==> config.mk <==
export PLATFORM = sky130hd
export DESIGN_NAME = spi_reg_master
export DESIGN_NICKNAME = d
export VERILOG_FILES = /design/src/rtl/spi_reg_pkg.sv /design/src/rtl/spi_tick_gen.sv /design/src/rtl/spi_reg_master.sv
export SDC_FILE = /design/constraint.sdc
export NUM_CORES = 1
export LEC_CHECK = 0
export BUFFER_PORTS_ARGS = -buffer_cell sky130_fd_sc_hd__buf_2
export CAP_MARGIN = 20
export CORE_MARGIN = 1
export CORE_UTILIZATION = 34
export DETAILED_ROUTE_END_ITERATION = 16
export GPL_ROUTABILITY_DRIVEN = 0
export PLACE_DENSITY = 0.66
export SYNTH_ARGS = -nofsm -noshare
export SYNTH_HDL_FRONTEND = slang
export SYNTH_SLANG_ARGS = --single-unit
export TNS_END_PERCENT = 10
==> constraint.sdc <==
create_clock -name clk -period 1.7 [get_ports clk]
set_input_delay 0.34 -clock clk [delete_from_list [all_inputs] [get_ports clk]]
set_output_delay 0.34 -clock clk [all_outputs]
set_load 0.005 [all_outputs]
==> src/rtl/spi_reg_pkg.sv <==
// Shared command encodings and FSM state type for the SPI register master.
package spi_reg_pkg;

    localparam logic [1:0] CMD_RD   = 2'b00;
    localparam logic [1:0] CMD_RSVD = 2'b01;
    localparam logic [1:0] CMD_WR   = 2'b10;
    localparam logic [1:0] CMD_FAST = 2'b11;

    typedef enum logic [2:0] {
        IDLE,
        SETUP,
        SHIFT_HI,
        SHIFT_LO,
        WAIT_WR,
        HOLD,
        GAP
    } state_t;

    function automatic logic cmd_is_legal(input logic [1:0] op);
        return op != CMD_RSVD;
    endfunction

endpackage

==> src/rtl/spi_tick_gen.sv <==
// Phase timer: pulses tick on the last cycle of every CLK_DIV-cycle phase and
// restarts from zero whenever the owning FSM changes state.
module spi_tick_gen #(
    parameter int CLK_DIV = 4
) (
    input  logic clk,
    input  logic rst,
    input  logic restart,
    output logic tick
);

    localparam int CNT_W = (CLK_DIV > 1) ? $clog2(CLK_DIV) : 1;

    logic [CNT_W-1:0] cnt_q, cnt_d;

    assign tick = (cnt_q == CNT_W'(CLK_DIV - 1));

    always_comb begin
        cnt_d = cnt_q + CNT_W'(1);
        if (restart || tick) begin
            cnt_d = '0;
        end
    end

    always_ff @(posedge clk or posedge rst) begin
        if (rst) begin
            cnt_q <= '0;
        end else begin
            cnt_q <= cnt_d;
        end
    end

endmodule

==> src/rtl/spi_reg_master.sv <==
// SPI mode-0 register master: one command byte {op, arg} then len data words.
// Define SPI_REG_MASTER_STATUS_EN to capture the slave byte returned during the command byte.
module spi_reg_master
    import spi_reg_pkg::*;
#(
    parameter int REG_W   = 8,
    parameter int CLK_DIV = 4,
    parameter int LEN_W   = 4
) (
    input  logic             clk,
    input  logic             rst,
    input  logic             start,
    input  logic [1:0]       cmd_op,
    input  logic [5:0]       cmd_arg,
    input  logic [LEN_W-1:0] len,
    output logic             busy,
    output logic             done,
    input  logic [REG_W-1:0] wr_data,
    input  logic             wr_valid,
    output logic             wr_ready,
    output logic [REG_W-1:0] rd_data,
    output logic             rd_vld,
    output logic [7:0]       status,
    output logic             status_vld,
    output logic             sclk,
    output logic             mosi,
    input  logic             miso,
    output logic             nss
);

    localparam int BIT_W = $clog2(REG_W);

    state_t           state_q, state_d;
    logic [1:0]       op_q, op_d;
    logic [LEN_W-1:0] word_cnt_q, word_cnt_d;
    logic [BIT_W-1:0] bit_cnt_q, bit_cnt_d;
    logic             cmd_phase_q, cmd_phase_d;
    logic             gap_half_q, gap_half_d;
    logic [REG_W-1:0] tx_q, tx_d;
    logic [REG_W-1:0] rx_q, rx_d;
    logic [REG_W-1:0] rd_data_q, rd_data_d;
    logic             rd_vld_q, rd_vld_d;
    logic             wr_ready_q, wr_ready_d;
    logic             done_q, done_d;
    logic             sclk_q, sclk_d;
    logic             nss_q, nss_d;
    logic             miso_s1_q, miso_s1_d;
    logic             miso_s2_q, miso_s2_d;
    logic             tick;
    logic             last_bit;
    logic [REG_W-1:0] rx_word;

    spi_tick_gen #(
        .CLK_DIV (CLK_DIV)
    ) u_tick (
        .clk     (clk),
        .rst     (rst),
        .restart (state_d != state_q),
        .tick    (tick)
    );

    assign last_bit = cmd_phase_q ? (bit_cnt_q == BIT_W'(7))
                                  : (bit_cnt_q == BIT_W'(REG_W - 1));
    // miso is taken at the end of the high phase so the two-flop synchroniser
    // delay still lands inside the window opened by the rising edge.
    assign rx_word  = {rx_q[REG_W-2:0], miso_s2_q};

    always_comb begin
        state_d     = state_q;
        op_d        = op_q;
        word_cnt_d  = word_cnt_q;
        bit_cnt_d   = bit_cnt_q;
        cmd_phase_d = cmd_phase_q;
        gap_half_d  = gap_half_q;
        tx_d        = tx_q;
        rx_d        = rx_q;
        rd_data_d   = rd_data_q;
        rd_vld_d    = 1'b0;
        wr_ready_d  = 1'b0;
        done_d      = 1'b0;
        miso_s1_d   = miso;
        miso_s2_d   = miso_s1_q;

        case (state_q)
            IDLE: begin
                if (start && cmd_is_legal(cmd_op)) begin
                    op_d                 = cmd_op;
                    word_cnt_d           = (cmd_op == CMD_FAST) ? '0 : len;
                    bit_cnt_d            = '0;
                    cmd_phase_d          = 1'b1;
                    tx_d                 = '0;
                    tx_d[REG_W-1 -: 8]   = {cmd_op, cmd_arg};
                    state_d              = SETUP;
                end
            end
            SETUP, SHIFT_LO: begin
                if (tick) begin
                    state_d = SHIFT_HI;
                end
            end
            SHIFT_HI: begin
                if (tick) begin
                    rx_d = rx_word;
                    tx_d = {tx_q[REG_W-2:0], 1'b0};
                    if (!last_bit) begin
                        bit_cnt_d = bit_cnt_q + BIT_W'(1);
                        state_d   = SHIFT_LO;
                    end else begin
                        bit_cnt_d   = '0;
                        cmd_phase_d = 1'b0;
                        if (!cmd_phase_q && op_q == CMD_RD) begin
                            rd_data_d = rx_word;
                            rd_vld_d  = 1'b1;
                        end
                        if (word_cnt_q == '0) begin
                            tx_d    = '0;
                            state_d = HOLD;
                        end else begin
                            word_cnt_d = word_cnt_q - LEN_W'(1);
                            if (op_q == CMD_RD) begin
                                tx_d    = '0;
                                state_d = SHIFT_LO;
                            end else if (wr_valid) begin
                                tx_d       = wr_data;
                                wr_ready_d = 1'b1;
                                state_d    = SHIFT_LO;
                            end else begin
                                state_d = WAIT_WR;
                            end
                        end
                    end
                end
            end
            WAIT_WR: begin
                if (wr_valid) begin
                    tx_d       = wr_data;
                    wr_ready_d = 1'b1;
                    state_d    = SHIFT_LO;
                end
            end
            HOLD: begin
                if (tick) begin
                    gap_half_d = 1'b0;
                    state_d    = GAP;
                end
            end
            GAP: begin
                if (tick) begin
                    if (!gap_half_q) begin
                        gap_half_d = 1'b1;
                    end else begin
                        done_d  = 1'b1;
                        state_d = IDLE;
                    end
                end
            end
            default: state_d = IDLE;
        endcase

        sclk_d = (state_d == SHIFT_HI);
        nss_d  = (state_d == IDLE) || (state_d == GAP);
    end

    always_ff @(posedge clk or posedge rst) begin
        if (rst) begin
            state_q     <= IDLE;
            op_q        <= CMD_RD;
            word_cnt_q  <= '0;
            bit_cnt_q   <= '0;
            cmd_phase_q <= 1'b0;
            gap_half_q  <= 1'b0;
            tx_q        <= '0;
            rx_q        <= '0;
            rd_data_q   <= '0;
            rd_vld_q    <= 1'b0;
            wr_ready_q  <= 1'b0;
            done_q      <= 1'b0;
            sclk_q      <= 1'b0;
            nss_q       <= 1'b1;
            miso_s1_q   <= 1'b0;
            miso_s2_q   <= 1'b0;
        end else begin
            state_q     <= state_d;
            op_q        <= op_d;
            word_cnt_q  <= word_cnt_d;
            bit_cnt_q   <= bit_cnt_d;
            cmd_phase_q <= cmd_phase_d;
            gap_half_q  <= gap_half_d;
            tx_q        <= tx_d;
            rx_q        <= rx_d;
            rd_data_q   <= rd_data_d;
            rd_vld_q    <= rd_vld_d;
            wr_ready_q  <= wr_ready_d;
            done_q      <= done_d;
            sclk_q      <= sclk_d;
            nss_q       <= nss_d;
            miso_s1_q   <= miso_s1_d;
            miso_s2_q   <= miso_s2_d;
        end
    end

`ifdef SPI_REG_MASTER_STATUS_EN
    logic [7:0] status_q, status_d;
    logic       status_vld_q, status_vld_d;

    always_comb begin
        status_d     = status_q;
        status_vld_d = 1'b0;
        if (state_q == SHIFT_HI && tick && last_bit && cmd_phase_q) begin
            status_d     = rx_word[7:0];
            status_vld_d = 1'b1;
        end
    end

    always_ff @(posedge clk or posedge rst) begin
        if (rst) begin
            status_q     <= '0;
            status_vld_q <= 1'b0;
        end else begin
            status_q     <= status_d;
            status_vld_q <= status_vld_d;
        end
    end

    assign status     = status_q;
    assign status_vld = status_vld_q;
`else
    assign status     = 8'h00;
    assign status_vld = 1'b0;
`endif

    assign busy     = (state_q != IDLE);
    assign done     = done_q;
    assign wr_ready = wr_ready_q;
    assign rd_data  = rd_data_q;
    assign rd_vld   = rd_vld_q;
    assign sclk     = sclk_q;
    assign nss      = nss_q;
    assign mosi     = tx_q[REG_W-1];

endmodule

Word level (Yosys, flattened, before mapping):

Index checks and enable logic that the tools add are counted.
Widths: inputs -> output; s select.

* logic and storage cells: 113
* flip-flop bits (word level): 46
* output and inout bits: 24

* multiplexer cells: 51
* reductions and logical operators: 22
* add/subtract/negate cells: 3
* equality and inequality tests: 20

Operator list (number)
* $mux 8: 7
* $mux 3: 14
* $pmux 8 s3: 1
* $mux 4: 5
* $pmux 3 s6: 1
* $mux 1: 17
* $eq 3x3->1 const B: 5
* $reduce_and 4->1: 3
* $eq 3x2->1 const B: 3
* $ne 2x1->1 const B: 4
* $ne 2x2->1 const B: 4
* $pmux 4 s2: 1
* $logic_not 3->1: 2
* $pmux 1 s2: 3
* $pmux 3 s2: 1
* $reduce_and 3->1: 2
* $reduce_bool 3->1: 2
* $reduce_and 5->1: 1
* $eq 2x2->1 const B: 2
* $logic_not 4->1: 1
* $reduce_and 2->1: 2
* $reduce_bool 2->1: 2
* $sub 4x1->4 const B: 1
* $add 3x1->3 const B: 1
* 9 further kinds: 11

Depth between registers and ports, before layout:

* depth after elaboration: 9
* mapped depth: 8

By module:

From an unflattened synthesis, not the netlist that was laid out.

* cell total of the unflattened synthesis: 239
* area, all modules: 2382.3 µm²

By module, submodules not included
* spi_reg_master: times used 1, area an instance 2293.4 µm², cells an instance 233, sequential area each 1102.3 µm²
* spi_tick_gen: times used 1, area an instance 88.8 µm², cells an instance 6, sequential area each 50.0 µm²

Worst setup path before layout:

Ideal clock, no wire load.

* path type: flip-flop to flip-flop
* start: register word_cnt_q[0]
* end: register word_cnt_q[0]
* path slack: -88 ps
* data arrival time: 1664 ps
* required time: 1576 ps
* path buffers: 0
* stages on the path, launching flop included: 8
* setup time: 124 ps
* cell sequence: dfrtp_1 -> inv_1 -> ha_1 -> or3b_1 -> and3_4 -> o21ai_4 -> nor3_1 -> a211o_1

* longest elaborated chain between the ends: 5

Ends and longest elaborated chain
* start: declaration: line spi_reg_master.sv:35 `logic [LEN_W-1:0] word_cnt_q, word_cnt_d;`
* start signal: assignment: line spi_reg_master.sv:185 `word_cnt_q <= word_cnt_d;`
* $sub 4x1->4: line spi_reg_master.sv:119 `word_cnt_d = word_cnt_q - LEN_W'(1);`
* $mux 4: line spi_reg_master.sv:115 `if (word_cnt_q == '0) begin`
* $mux 4: line spi_reg_master.sv:105 `if (!last_bit) begin`
* $mux 4: line spi_reg_master.sv:102 `if (tick) begin`
* $pmux 4 s2: line spi_reg_master.sv:84 `case (state_q)`

Several ways; a longest one is shown, not always the timed one. The select of a mux whose other input is x is not followed.
A chain may end at the register's enable or synchronous reset.

Worst setup path after layout:

* start: register word_cnt_q[1]
* end: register word_cnt_q[0]

* longest elaborated chain between the ends: 3

Ends and longest elaborated chain (line)
* $logic_not 4->1: spi_reg_master.sv:115
* $ne 2x2->1 (no line)
* $reduce_and 5->1 (no line)

Every way passes these cells.

==> flow_summary.ini <==
[worst_setup_path]
worstReg2RegEnd = word_cnt_q[0]
worstRegToRegCells = 7
critical_path_class = flip-flop to flip-flop
r2r-start = word_cnt_q[1]
crit_chain = inv_2, ha_4, or3b_4, and3_4, o21ai_4, nor3_2, a211o_1
critPathLaunchType = flip-flop
cp.required_ns = 1.89
cpPeakStageDelay_ns = 0.40
cp_max_fo = 5
cp.arrival_ns = 1.96
end_kind = flip-flop
critPathSlowestCell = dfrtp_1
reg2reg_slack_ns = -0.07

[final_layout]
area.growth.synth_to_final_pct = 27.7
final_layout_size_suffix_gt1_share_pct = 41.5
finalNetCount = 330
n_antenna_cell = 0

[routing]
avgViaCountPerCell = 4.95
drt_iter0_markers = 72
wire_per_inst_um = 13.5
route.detailed.drc = 0
final_antenna_net_count = 0
wirelength_mm = 5.35
vias = 1967
drt-pass1-iter-count = 4

[clock_network]
cts_buffer_depth = 2
cts_buffers = 5
clk_latency_ns = 0.30
clock-sinks = 46
tritoncts = done
cts_hold_buf = 0
root_buffer = clkbuf_8
path_clk_slew_ns = 0.09
htreeDepth = 2

[power_and_ir_drop]
p_comb_share_pct = 42.1
p_per_area_nw_per_um2 = 1410
p_int_w = 0.00279
p_switching_w = 0.00155
power_frac_clock_pct = 18.9
ir_worst_vdd_uv = 561
p_leak_nw = 1.48
p_sw_share_pct = 35.7
seqPwrFrac_pct = 39.0

[logic_synthesis]
ys_async_sr_fraction_pct = 100
ys_seq_area_share_pct = 47.7
ys.flop_type = dfrtp_1
synth_edf_count = 0
synth_top_area_share_pct = 46.6
ys_warn_count = 0
netlist_area_um2 = 2410
netlist_top_cells_area = dfrtp_1 47%, mux2_2 8.4%, o21ai_0 3.3%
yosys.area.top_type = dfrtp_1
avgSynthCellArea_um2 = 10.3
ys_ff_latch = 46
syn_inst = 234
ys_types = 49

[placement]
port_buffers = 39
place_hpwl_mm = 3.89

[timing]
layout_setup_ws_ns = -0.0673
period_minus_slack_ns = 1.77
fin_setup_tns_ns = -0.100
fin_skew_ns = 0.00510
fmax_mhz = 566
setup_viol = 3
slew_viol_final = 0
rsz0062_at_grt = true
fin_crit_sh_pct = 104
hold_ws_ns = 0.0138
hold_viol_final = 0

[global_route]
grt_overflow_total = 0
grt_pass1_vias = 1942
groute.usage.overall_pct = 15.1
antenna_found_initial = 0
grt_max_degree = 30
grt_first_pass_wirelength_mm = 8.82

[floorplan]
ioPinCount = 49
start_util_pct = 35.3
rows = 30
core_area_um2 = 6830
dieWidth_um = 86.3
die_height_um = 86.3
dieArea_um2 = 7440

[run_status]
status = complete, but fails checks
failed_checks = setup timing

[flow_run]
max_cap_violations = 0

[worst_hold_path]
hold_class = input pin to async pin
==> cells in the final DEF, fill, tap and decap left out, types with 4 or more instances in the layout <==
| master | count |
|---|---|
| dfrtp_1 | 42 |
| buf_2 | 39 |
| buf_4 | 28 |
| nand2_1 | 20 |
| mux2_2 | 18 |
| nor2_1 | 17 |
| a21oi_1 | 13 |
| o21ai_0 | 11 |
| conb_1 | 9 |
| a22oi_1 | 7 |
| inv_1 | 5 |
| clkbuf_8 | 5 |
| nor4_1 | 4 |
| nor3b_1 | 4 |
| nor3_1 | 4 |
==> through the flow <==
step	instance area [um^2]	total power, W	cells	setup WS (ns)	utilization (%)
floorplan	2440	0.00275	242	-0.0883	-
global placement	2870	0.00328	386	-0.0797	42.0
detailed placement	2870	0.00333	386	-0.115	42.0
CTS	3010	0.00422	394	-0.0623	44.1
global route	3080	0.00468	397	-0.139	45.1
finish	3080	0.00434	397	-0.0673	45.1
==> state kept, by name (all words and copies together) (netlist names), 2 cells and up <==
signal	cells
rd_data	8
tx_q	8
rx_q	7
word_cnt_q	4
bit_cnt_q	3
state_q	3
op_q	2
u_tick.cnt_q	2
==> critical path: cells and delay by family (launching register included) <==
| kind | cells | cell delay (ns) |
|---|---|---|
| buffers and inverters | 1 | 0.08 |
| and+or+nand+nor | 3 | 0.58 |
| AOI/OAI and AO/OA | 2 | 0.45 |
| DFF | 1 | 0.40 |
| adders and majority gates | 1 | 0.13 |
==> how the worst max path moves through the flow <==
| stage | from | to |
|---|---|---|
| after global routing | word_cnt_q[1] | word_cnt_q[0] |
| final | word_cnt_q[1] | word_cnt_q[0] |
| after floorplan | word_cnt_q[0] | word_cnt_q[0] |
| after CTS | word_cnt_q[0] | word_cnt_q[0] |
| after detailed placement | word_cnt_q[1] | nss |
| after global placement | word_cnt_q[1] | nss |
==> synthesized netlist by cell type (all sizes together) (3+ instances only) <==
cell type,instances
ha,5
nor4,4
a31oi,3
inv,8
a21oi,13
dfrtp,45
a22oi,7
nor3,6
buf,19
o211ai,3
mux2,18
nand2b,3
nor3b,6
a22o,3
nand3,4
o21a,3
nor2,20
o21ai,17
nand2,21
==> power groups by stage <==
stage	sequential (W)	clock [W]	combinational, W
floorplan	0.00160	0	0.00114
global placement	0.00167	0	0.00161
detailed placement	0.00168	0	0.00165
CTS	0.00167	0.000846	0.00171
global route	0.00174	0.000889	0.00205
finish	0.00169	0.000822	0.00183
==> cell families (layout without fill, tap and decap cells) <==
family	after synthesis	count (layout)	share of synthesized area, %
AND/OR/NAND/NOR	72	72	16.1
AO/OA/AOI/OAI	64	64	18.1
flip-flops	46	46	47.7
buffers and inverters	27	86	6.58
multiplexers	18	18	8.39
adder cells (fa/ha/maj)	5	5	2.59
other	1	9	0.155
XOR/XNOR	1	1	0.363
==> final cells by class <==
class,instances,area (um^2)
Fill cell,707,3750
Multi-Input combinational cell,169,1210
Sequential cell,46,1160
Timing Repair Buffer,70,457
Tap cell,96,120
Clock buffer,5,68.8
Clock inverter,3,45.0
Inverter,8,30.0
==> metal layers <==
layer	GRT usage [%]	routed length, um	vias up
met5	0	0	-
met2	24.6	2610	53
met3	3.33	268	9
li1	-	-	956
met4	5.76	85	0
met1	19.6	2390	949
==> what timing repair did <==
item | in CTS | in global routing
pin swaps | 2 | 4
setup buffers | 0 | 3
gates cloned | 0 | 0
resized for setup | 8 | 20
setup endpoints to repair | 21 | 31
Note: power is estimated with default switching activity, not from simulation.
